<file path="src/rtl/sigma_stream.sv">
// Streaming signed-magnitude accumulator: one sum per in_last-terminated packet, single adder.
// Build option: define SIGMA_SAT_EN to saturate the magnitude on overflow instead of wrapping.
module sigma_stream #(
    parameter int N     = 16,
    parameter int F     = 8,
    parameter int CNT_W = 8
) (
    input  logic             clk,
    input  logic             rst_n,
    input  logic             in_valid,
    output logic             in_ready,
    input  logic [N-1:0]     in_data,
    input  logic             in_last,
    output logic             out_valid,
    input  logic             out_ready,
    output logic [N-1:0]     out_data,
    output logic [CNT_W-1:0] out_count,
    output logic             out_ovf
);

    typedef enum logic {ACC, DONE} state_t;

    state_t           state;
    logic [N-1:0]     acc;
    logic [CNT_W-1:0] count;
    logic             ovf;

    // Returns {overflow, sign, magnitude}; -0 operands fold to +0 and a zero result is always +0.
    function automatic logic [N:0] sm_add(input logic [N-1:0] a, input logic [N-1:0] b);
        logic [N-2:0] ma, mb, mag;
        logic         sa, sb, sign, carry;
        logic [N-1:0] sum;
        ma    = a[N-2:0];
        mb    = b[N-2:0];
        sa    = a[N-1] & (ma != '0);
        sb    = b[N-1] & (mb != '0);
        carry = 1'b0;
        if (sa == sb) begin
            sum   = {1'b0, ma} + {1'b0, mb};
            carry = sum[N-1];
            mag   = sum[N-2:0];
`ifdef SIGMA_SAT_EN
            if (carry) mag = '1;
`endif
            sign  = sa;
        end else if (ma >= mb) begin
            mag  = ma - mb;
            sign = sa;
        end else begin
            mag  = mb - ma;
            sign = sb;
        end
        if (mag == '0) sign = 1'b0;
        return {carry, sign, mag};
    endfunction

    logic [N:0]       add_res;
    logic [N-1:0]     sum_next;
    logic             cnt_full;
    logic [CNT_W-1:0] cnt_next;
    logic             ovf_next;

    always_comb begin
        add_res  = sm_add(acc, in_data);
        sum_next = add_res[N-1:0];
        cnt_full = &count;
        cnt_next = cnt_full ? count : count + 1'b1;
        ovf_next = ovf | add_res[N] | cnt_full;
    end

    always_ff @(posedge clk) begin
        if (!rst_n) begin
            state     <= ACC;
            in_ready  <= 1'b0;
            out_valid <= 1'b0;
            out_data  <= '0;
            out_count <= '0;
            out_ovf   <= 1'b0;
            acc       <= '0;
            count     <= '0;
            ovf       <= 1'b0;
        end else begin
            case (state)
                ACC: begin
                    in_ready <= 1'b1;
                    if (in_valid && in_ready) begin
                        if (in_last) begin
                            out_data  <= sum_next;
                            out_count <= cnt_next;
                            out_ovf   <= ovf_next;
                            out_valid <= 1'b1;
                            in_ready  <= 1'b0;
                            acc       <= '0;
                            count     <= '0;
                            ovf       <= 1'b0;
                            state     <= DONE;
                        end else begin
                            acc   <= sum_next;
                            count <= cnt_next;
                            ovf   <= ovf_next;
                        end
                    end
                end
                DONE: begin
                    if (out_ready) begin
                        out_valid <= 1'b0;
                        in_ready  <= 1'b1;
                        state     <= ACC;
                    end
                end
                default: state <= ACC;
            endcase
        end
    end

    fraction_fits: assert property (@(posedge clk) F < N);
    no_negative_zero: assert property (@(posedge clk) disable iff (!rst_n)
        out_data != {1'b1, {(N-1){1'b0}}});

endmodule

</file>
<file path="config.mk">
export PLATFORM = sky130hd
export DESIGN_NAME = sigma_stream
export DESIGN_NICKNAME = d
export VERILOG_FILES = /design/src/rtl/sigma_stream.sv
export SDC_FILE = /design/constraint.sdc
export NUM_CORES = 1
export LEC_CHECK = 0
export ABC_AREA = 1
export CAP_MARGIN = 10
export CORE_AREA = 2 2 127 129
export CTS_CLUSTER_SIZE = 8
export DETAILED_ROUTE_END_ITERATION = 12
export DIE_AREA = 0 0 129 131
export PLACE_DENSITY_LB_ADDON = 0.3
export SYNTH_ARGS = -nofsm -noshare
export SYNTH_HDL_FRONTEND = slang
export SYNTH_SLANG_ARGS = --single-unit
</file>
<file path="constraint.sdc">
create_clock -name clk -period 3.8 [get_ports clk]
set_input_delay 0.76 -clock clk [delete_from_list [all_inputs] [get_ports clk]]
set_output_delay 0.76 -clock clk [all_outputs]
set_load 0.02 [all_outputs]
</file>
==> summary.txt <==
status = finished clean
largest stage delay on the critical path = 0.62 ns
final net count = 1054
Distinct cells, synth = 36
Tmin final = 3.54 ns
share of cells above drive strength 1 = 7.34%
area delta synth->final = 19.6%
Synth Register Bits = 53
Post-Syn Nets = 989
max frequency = 0.283 GHz
measured slew at the worst slew-check pin = 0.431 ns
Via Count = 5599
gp weighted congestion = 0.964
slowest stage cell, crit path = clkdlybuf4s50_1
endpoints failing hold = 0
crit path DAT = 3.72 ns
antenna-violating nets left = 0
number of global-route vias before repair = 5158
Horiz. Die Dim = 129 microns
routed len/inst = 13.8 microns
CTS tree = yes
max_slew headroom = 71.1%
ratio of routed vias to standard cells = 4.68
Pwr Density = 277 nW/um^2
hold path endpoint = ovf$_SDFFE_PN0P_
max cap viols = 0
Final WS setup = 0.264 ns
# IOs = 48
cell count after synthesis = 915
Slew Limit Fails = 0
worst r2r src = acc[6]$_SDFFE_PN0P_
ANT cells = 0
synthesized cell area = 5340 sq um
core area = 15600 sq um
final setup TNS = 0 ns
gr usage total = 20.0%
largest net degree at the start of global routing = 26
Crit path top cell by count = nand2_1
CTS clk-pin slew, worst paths = 0.07 ns
starting density of the core = 34.2%
WP data required = 3.99 ns
Resized Gates After CTS = 0
final setup fails = 0
Crit Path Category = in2reg
Top delay family on crit path = simple AND/OR/NAND/NOR gates
Filler cells = 1685
share of the synthesized area in the top cell type = 21.7%
Hold Buf Count CTS = 0
ys flop type = dfxtp_1
CTS sink count = 53
HP Start = ovf$_SDFFE_PN0P_
Hold WS = 0.468 ns
post-CTS setup buffers = 0
crit end category = flip-flop
DRT Wirelength = 16500 microns
Setup Slack @ Placement = -0.0350 ns
DRT iter0 DRCs = 475
Synth area leaders = nand2_1 22%, dfxtp_1 20%, ha_1 12%, inv_1 11%, nand3_1 6.7%
r2r endpoint = acc[15]$_SDFFE_PN0P_
DP Wirelength = 13700 microns
R2R depth = 17
clock root buffer = clkbuf_16
global-route wire length before repair = 26500 microns
clk_lat worst skew = 0.30 ns
DRC Markers = 0
r2r setup slk = 0.96 ns
Startpoint Class = primary input
unrepaired setup endpoints after global routing = no
WP buf/inv = 2
number of synthesized flops with an enable pin = 0
Mean Syn Cell Area = 5.83 sq um
peak supply drop = 208 uV
initial antenna violation count = 0
hold crit path type = reg2reg
cell taking the most area after synthesis = nand2_1
CTS buffer count = 5
hold depth = 2
register area share after synthesis = 19.9%
htree depth = 2
leakage = 0.00349 uW
Syn. warnings = 0
Async SR Flop Fraction = 0%
die area = 16900 sq um
clock buffer depth = 2
CP Cell Sequence = clkdlybuf4s50_1, inv_1, ha_1, nand2_1, nand2_1, a21oi_4, nand2_2, nand2_4, nand3_4, nand2_1, nand3_1, nand2_1, nand2_1, nor2_1, nand2_1, nor2_1, nand2_1, nand3_1, a21oi_1
Worst Skew = 0.00270 ns
die height = 131 microns
row count = 46
drt pass-1 iters = 5
Port Buf Inserts = 47
Max FO, Critical Path = 17
gr ovfl total = 0
Final period util = 93.1%
metal layers:
layer | global-route usage (%) | vias up | routed length [microns]
met2 | 33.5 | 165 | 7490
met5 | 0 | - | 0
met4 | 3.64 | 0 | 197
met3 | 2.28 | 14 | 1090
li1 | - | 2947 | -
met1 | 28.2 | 2473 | 7760
state kept, by name (all words and copies together) (netlist names):
name and count:
out_valid 1, in_ready 1, count 8, ovf 1, acc 16, out_count 8
state 1, out_ovf 1, out_data 16
worst max-delay path by stage:
stage	start	end	slack, ns	depth (start not counted)
floorplan	in_data[0]	acc[15]$_SDFFE_PN0P_	1.12	20
finish	in_data[6]	acc[15]$_SDFFE_PN0P_	0.26	19
global placement	in_data[6]	acc[15]$_SDFFE_PN0P_	-0.02	19
CTS	in_data[6]	out_data[15]$_SDFFE_PN0P_	0.27	19
detailed placement	in_data[6]	out_data[15]$_SDFFE_PN0P_	-0.04	19
global route	in_data[6]	acc[15]$_SDFFE_PN0P_	0.02	19
synth_stat cells (6+ instances only):
cell and n:
buf_4 6, dfxtp_1 53, xor2_1 16, o21ai_0 27, a21oi_1 60, nand2_2 12, nand3_1 71, clkbuf_1 11
o211ai_1 7, nand2_1 308, nor2_1 90, ha_1 50, inv_1 150
metrics by stage:
step | cells | cell area (sq um) | total power [uW] | utilization, %
finish | 1197 | 6380 | 1770 | 40.9
global route | 1197 | 6380 | 1860 | 40.9
CTS | 1197 | 6380 | 1770 | 40.9
detailed placement | 1189 | 6190 | 1190 | 39.7
global placement | 1189 | 6190 | 1190 | 39.7
floorplan | 915 | 5340 | 980 | -
where the power goes:
part / total [uW] / leakage (uW) / switching [uW] / internal, uW
combinational: 585 / 0.00296 / 364 / 220
clock: 582 / 0.0000938 / 206 / 376
sequential: 598 / 0.000431 / 20.3 / 578
total: 1770 / 0.00349 / 591 / 1170
placed cells by master, fill, tap and decap left out, drive strengths merged:
cell,n
nand3,72
a2bb2oi,5
inv,153
xor2,16
fa,3
o21a,1
clkbuf,5
a21o,1
xnor2,3
a21boi,1
o21ai,27
clkdlybuf4s50,47
clkinv,3
o211ai,7
nor3,4
nand4,5
ha,50
dfxtp,53
buf,38
nand2,322
nor2,96
and2,2
a31oi,1
o21bai,2
bufinv,2
a21oi,62
worst min-delay path, delay by kind of cell (launching register included):
| family | cells | cell delay [ns] |
|---|---|---|
| AND/OR/NAND/NOR | 1 | 0.06 |
| AO/OA/AOI/OAI | 1 | 0.06 |
| flip-flops | 1 | 0.31 |
kinds of logic after synthesis:
group / Yosys count / synth area share (%)
compound gates: 107 / 11.3
xor+xnor: 19 / 3.12
fa+ha+maj: 53 / 12.8
buf+inv: 182 / 14.1
flops: 53 / 19.9
simple gates: 501 / 38.8
area by class of cell:
class / instances / area [sq um] / share of cell area, %
sequential: 53 / 1060 / 16.6
timing repair buffer: 85 / 756 / 11.8
inverter: 155 / 582 / 9.12
clock buffer: 5 / 125 / 1.96
clock inverter: 3 / 65.1 / 1.02
tap: 216 / 270 / 4.23
multi-input combinational: 680 / 3520 / 55.2
(Power assumes the default switching activity.)
